--- config.mk ---
export PLATFORM = sky130hd
export DESIGN_NAME = key_rate_ctrl
export DESIGN_NICKNAME = d
export VERILOG_FILES = /design/src/rtl/key_rate_ctrl.sv
export SDC_FILE = /design/constraint.sdc
export NUM_CORES = 1
export LEC_CHECK = 0
export ABC_AREA = 1
export CORE_UTILIZATION = 30
export CTS_BUF_LIST = sky130_fd_sc_hd__clkbuf_8
export CTS_CLUSTER_SIZE = 16
export DETAILED_ROUTE_END_ITERATION = 6
export PLACE_DENSITY_LB_ADDON = 0.12
export SLEW_MARGIN = 10
export SYNTH_ARGS = -nofsm -noshare
export SYNTH_HDL_FRONTEND = slang
export SYNTH_SLANG_ARGS = --single-unit
--- constraint.sdc ---
create_clock -name CLOCK_50 -period 2.35 [get_ports CLOCK_50]
set_clock_uncertainty 0.15 [all_clocks]
set_input_delay 0.3525 -clock CLOCK_50 [delete_from_list [all_inputs] [get_ports CLOCK_50]]
set_output_delay 0.3525 -clock CLOCK_50 [all_outputs]
set_load 0.03 [all_outputs]
--- src/rtl/key_rate_ctrl.sv ---
// Push-button rate control: synchronises and debounces the active-low KEYs, then
// drives a saturating rate value with press/hold auto-repeat and a change strobe.
module key_rate_ctrl #(
    parameter int RATE_W        = 8,
    parameter int RATE_MIN      = 1,
    parameter int RATE_MAX      = 51,
    parameter int RATE_DEFAULT  = 3,
    parameter int DEB_CYCLES    = 1000000,
    parameter int REPEAT_DELAY  = 25000000,
    parameter int REPEAT_PERIOD = 5000000,
    parameter int CNT_W         = 26
) (
    input  logic              CLOCK_50,
    input  logic              RESET_N,
    input  logic [2:0]        KEY,
    output logic [RATE_W-1:0] rate,
    output logic              rate_chg,
    output logic [2:0]        keys_db,
    output logic              at_min,
    output logic              at_max
);

    typedef enum logic [1:0] {S_IDLE, S_STEP, S_HOLD} state_t;
    typedef enum logic [1:0] {ACT_NONE, ACT_RESTORE, ACT_UP, ACT_DOWN} act_t;

    localparam logic [RATE_W-1:0] LP_MIN    = RATE_W'(RATE_MIN);
    localparam logic [RATE_W-1:0] LP_MAX    = RATE_W'(RATE_MAX);
    localparam logic [RATE_W-1:0] LP_DEF    = RATE_W'(RATE_DEFAULT);
    localparam logic [RATE_W-1:0] LP_RONE   = RATE_W'(1);
    localparam logic [CNT_W-1:0]  LP_DEB    = CNT_W'(DEB_CYCLES - 1);
    localparam logic [CNT_W-1:0]  LP_DELAY  = CNT_W'(REPEAT_DELAY - 1);
    localparam logic [CNT_W-1:0]  LP_PERIOD = CNT_W'(REPEAT_PERIOD - 1);
    localparam logic [CNT_W-1:0]  LP_CONE   = CNT_W'(1);

    generate
        if (RATE_MIN > RATE_DEFAULT || RATE_DEFAULT > RATE_MAX ||
            REPEAT_DELAY < 2 || REPEAT_PERIOD < 2 || DEB_CYCLES < 2) begin : g_param_check
            $error("key_rate_ctrl: illegal parameter combination");
        end
    endgenerate

    logic [2:0]        r_sync1, r_sync2;
    logic [2:0]        w_pressed;
    logic [2:0]        w_keys_db;
    logic              r_restore_prev;
    act_t              w_active, r_active_prev;
    logic              w_act_changed, w_restore_rise;
    state_t            r_state, w_state_next;
    logic [CNT_W-1:0]  r_rep_cnt, w_rep_next;
    logic              r_first, w_first_next;
    logic [RATE_W-1:0] r_rate, w_rate_next;
    logic              r_rate_chg;

    // Released level is 1, so the synchroniser resets to "not pressed".
    always_ff @(posedge CLOCK_50 or negedge RESET_N) begin
        if (!RESET_N) begin
            r_sync1 <= 3'b111;
            r_sync2 <= 3'b111;
        end else begin
            r_sync1 <= KEY;
            r_sync2 <= r_sync1;
        end
    end

    assign w_pressed = ~r_sync2;

    generate
        for (genvar gi = 0; gi < 3; gi++) begin : g_deb
            logic [CNT_W-1:0] r_cnt;
            logic             r_db;
            always_ff @(posedge CLOCK_50 or negedge RESET_N) begin
                if (!RESET_N) begin
                    r_cnt <= '0;
                    r_db  <= 1'b0;
                end else if (w_pressed[gi] != r_db) begin
                    if (r_cnt == LP_DEB) begin
                        r_cnt <= '0;
                        r_db  <= ~r_db;
                    end else begin
                        r_cnt <= r_cnt + LP_CONE;
                    end
                end else begin
                    r_cnt <= '0;
                end
            end
            assign w_keys_db[gi] = r_db;
        end
    endgenerate

    always_comb begin
        w_active = ACT_NONE;
        if (w_keys_db[0])      w_active = ACT_RESTORE;
        else if (w_keys_db[1]) w_active = ACT_UP;
        else if (w_keys_db[2]) w_active = ACT_DOWN;
    end

    assign w_act_changed  = (w_active != r_active_prev);
    assign w_restore_rise = w_keys_db[0] & ~r_restore_prev;

    // Rate is registered on the edge entering STEP, so the new value is visible during STEP.
    always_comb begin
        w_state_next = r_state;
        w_rep_next   = r_rep_cnt;
        w_first_next = r_first;
        w_rate_next  = r_rate;
        case (r_state)
            S_IDLE: begin
                if (w_active == ACT_UP || w_active == ACT_DOWN) w_state_next = S_STEP;
            end
            S_STEP: begin
                w_state_next = S_HOLD;
                w_rep_next   = r_first ? LP_DELAY : LP_PERIOD;
                w_first_next = 1'b0;
            end
            S_HOLD: begin
                w_rep_next = r_rep_cnt - LP_CONE;
                if (r_rep_cnt <= LP_CONE) w_state_next = S_STEP;
            end
            default: w_state_next = S_IDLE;
        endcase
        if (r_state != S_IDLE && w_act_changed) w_state_next = S_IDLE;
        if (w_state_next == S_IDLE) w_first_next = 1'b1;
        if (w_restore_rise) begin
            w_rate_next = LP_DEF;
        end else if (w_state_next == S_STEP) begin
            if (w_active == ACT_UP && r_rate < LP_MAX)        w_rate_next = r_rate + LP_RONE;
            else if (w_active == ACT_DOWN && r_rate > LP_MIN) w_rate_next = r_rate - LP_RONE;
        end
    end

    always_ff @(posedge CLOCK_50 or negedge RESET_N) begin
        if (!RESET_N) begin
            r_state        <= S_IDLE;
            r_rep_cnt      <= '0;
            r_first        <= 1'b1;
            r_rate         <= LP_DEF;
            r_rate_chg     <= 1'b0;
            r_active_prev  <= ACT_NONE;
            r_restore_prev <= 1'b0;
        end else begin
            r_state        <= w_state_next;
            r_rep_cnt      <= w_rep_next;
            r_first        <= w_first_next;
            r_rate         <= w_rate_next;
            r_rate_chg     <= (w_rate_next != r_rate);
            r_active_prev  <= w_active;
            r_restore_prev <= w_keys_db[0];
        end
    end

    assign rate     = r_rate;
    assign rate_chg = r_rate_chg;
    assign keys_db  = w_keys_db;
    assign at_min   = (r_rate == LP_MIN);
    assign at_max   = (r_rate == LP_MAX);

endmodule

==> flow_summary.ini <==
[timing]
fin_crit_ns = 2.200
fmax_mhz = 454.6
rsz0062_at_grt = true
setup_violations = 0
finalCritPeriodShare_pct = 93.61
max_slew.worst_pin.slew_ns = 0.5251
finalSetupTns_ns = 0
slew_headroom_pct = 64.67
finalHoldViolCount = 0
slew_violations = 0

[cts]
clock-sinks = 128
clk_pin_slew_ns = 0.08
clock_latency_ns = 0.45
h-tree-depth = 4
clockBufferDepth = 2
numCtsBuffers = 17
root_buffer = clkbuf_8
cts_tree = built

[cells_and_area]
fillers = 2455
final_nets = 937
syn_to_final_growth_pct = 18.15
fin_util_pct = 36.40
final_design_area_no_fill_um2 = 8315
fin_cells = 1246
drive_gt1_share_pct = 17.04
num_antenna_cells = 0

[die]
rows = 55
core_area_um2 = 22850
die_w_um = 155.2
chipHeight_um = 155.2
die_area_um2 = 24080
start_util_pct = 30.81
ioPinCount = 19

[detailed_routing]
viasPerCell = 4.575
drt_pass1_iterations = 4
drt_wl_total_um = 16300
post_drt_wl_per_cell_um = 13.08
vias = 5700
initialDrtViolationCount = 259
drcViolationCount = 0
antenna_left = 0

[critical_path]
start_kind = register
r2r_cells = 14
crit_path_top_delay_cell = clkdlybuf4s50_1
cpPeakStageDelay_ns = 0.76
worstSetupPathType = register to primary output
critPathArrivalTime_ns = 1.70
crit_buf_inv = 1
cp_max_fo = 6
critical-path-top-delay-family = buffers and inverters
end_kind = primary output
crit_chain = clkdlybuf4s50_1
cp.depth = 1
crit_required_ns = 1.85

[synthesis]
yosys_warnings = 0
synth_ff_type = dfrtp_1
syn_area_per_cell_um2 = 8.174
synth-seq-area-share_pct = 45.67
netlist_area_um2 = 7038
syn_inst = 861
ys_top_cells_by_area = dfrtp_1 42%, nand2_1 6.8%, nor2_1 6.5%
async_reset_ff_share_pct = 100.0
yosysTopAreaCellShare_pct = 42.31
synth_edf_count = 0
synth_cell_types = 47
yosysTopAreaCell = dfrtp_1
syn-num-nets = 878
ys_ff_latch = 128

[grt]
grt_use_total_pct = 14.68
antenna_found_initial = 0
first_global_vias = 5575
grt_max_degree = 49
grt_pass1_wl_um = 27980
grt_overflow = 0

[hold_path]
hold_class = primary input to register
min_path_cells = 1

[outcome]
status = finished, final reports clean

[run]
cap_violations = 0

[placement]
dp_cells = 1210
gp_congestion = 0.7771
io_buffers = 18
placed_cell_area_um2 = 7786
dp_hpwl_um = 12000

[power_and_ir_drop]
vdd_drop_max_uv = 276.6
power_mw = 4.404
leakage_nw = 3.833
p_per_area_nw_per_um2 = 529.6
==> cells in the mapped netlist (3+ instances only) <==
cell type,instances
a21oi_1,58
a31oi_1,6
buf_2,3
buf_4,3
dfrtp_1,119
dfstp_2,9
ha_1,12
inv_1,113
inv_2,5
nand2_1,128
nand2_2,11
nand3_1,43
nand3_2,7
nand4_1,23
nor2_1,121
nor2_2,7
nor2_4,16
nor3_1,25
nor3_2,3
nor3b_1,9
nor4_1,14
o211a_1,4
o21a_1,5
o21ai_0,56
o21ai_1,4
o21ai_2,4
xnor2_1,9
xor2_1,17
==> through the flow <==
| step | hold slack [ns] | worst slack [ns] |
|---|---|---|
| 2_1_floorplan | -0.09309 | 0.2623 |
| 3_3_place_gp | 0.09647 | 0.09397 |
| 3_5_place_dp | 0.1045 | 0.08805 |
| 4_1_cts | 0.1247 | 0.007012 |
| 5_1_grt | 0.1256 | -0.04343 |
| 6_report | 0.1593 | 0.1502 |
==> area by class of cell <==
cell class	count	area, um^2	area share (%)
multi-input combinational	604	3408	40.99
clock inverter	15	186.4	2.242
inverter	121	455.4	5.477
clock buffer	17	234.0	2.814
sequential	128	3214	38.65
tap	313	391.6	4.710
timing repair buffer	48	425.4	5.116
==> final timing paths <==
| check | startpoint | endpoint | slack (ns) |
|---|---|---|---|
| max reg2reg | r_rep_cnt[1] | rate_chg | 0.15 |
| min reg2reg | r_sync1[2] | r_sync2[2] | 0.20 |
| max | g_deb[1].r_db | keys_db[1] | 0.15 |
| max in group asynchronous | RESET_N | r_first | 1.23 |
| min in group asynchronous | RESET_N | g_deb[1].r_cnt[11] | 0.20 |
| min | KEY[2] | r_sync1[2] | 0.16 |
==> where the power goes <==
group,internal [mW],switching (mW)
Sequential,2.22,0.0129
Combinational,0.0421,0.0939
Clock,1.06,0.973
==> metal layers <==
layer,GRT usage [%],wire (um),up-vias
met5,0,0,-
met4,4.385,187,0
met3,2.925,364,12
met2,22.87,7261,52
met1,20.51,8488,2662
li1,-,-,2974
==> flip-flops by register name, summed over array words and instances (netlist names), 2 cells and up <==
| register | count |
|---|---|
| g_deb.r_db | 3 |
| r_state | 2 |
| r_rep_cnt | 26 |
| r_sync1 | 3 |
| rate | 8 |
| r_sync2 | 3 |
| g_deb.r_cnt | 78 |
| r_active_prev | 2 |
==> placed cells by master (no fill, tap or decap), types with 9 or more instances in the layout <==
cell type	Yosys	routed
xnor2_1	9	9
nor2_2	7	9
xor2_1	17	17
nand3_1	43	38
o21ai_0	56	55
inv_1	113	112
ha_1	12	9
clkbuf_8	0	17
clkdlybuf4s50_1	0	13
a21oi_1	58	58
nand3_2	7	12
dfstp_2	9	9
buf_4	3	27
dfrtp_1	119	119
nand4_1	23	23
nor2_1	121	118
nand2_1	128	125
nor2_4	16	17
nand2_2	11	14
nor3b_1	9	9
nor3_1	25	22
nor4_1	14	14
==> cell families after synthesis <==
group | count (synthesis) | synth area share [%]
and+or+nand+nor | 417 | 29.71
AOI/OAI and AO/OA | 148 | 12.00
buffers and inverters | 129 | 7.111
DFF | 128 | 45.67
xor gates and xnor gates | 26 | 3.236
adders and majority gates | 12 | 2.133
muxes | 1 | 0.1422
==> repair_timing <==
| item | in CTS | in global routing |
|---|---|---|
| endpoints found under the setup margin | 3 | 16 |
| setup buffers | 0 | 3 |
| hold buffers | 1 | 0 |
| pin swaps | 0 | 2 |
| hold endpoints to repair | 115 | 0 |
| gates resized for setup | 8 | 27 |
No activity file was read; power rests on OpenSTA's default activity.
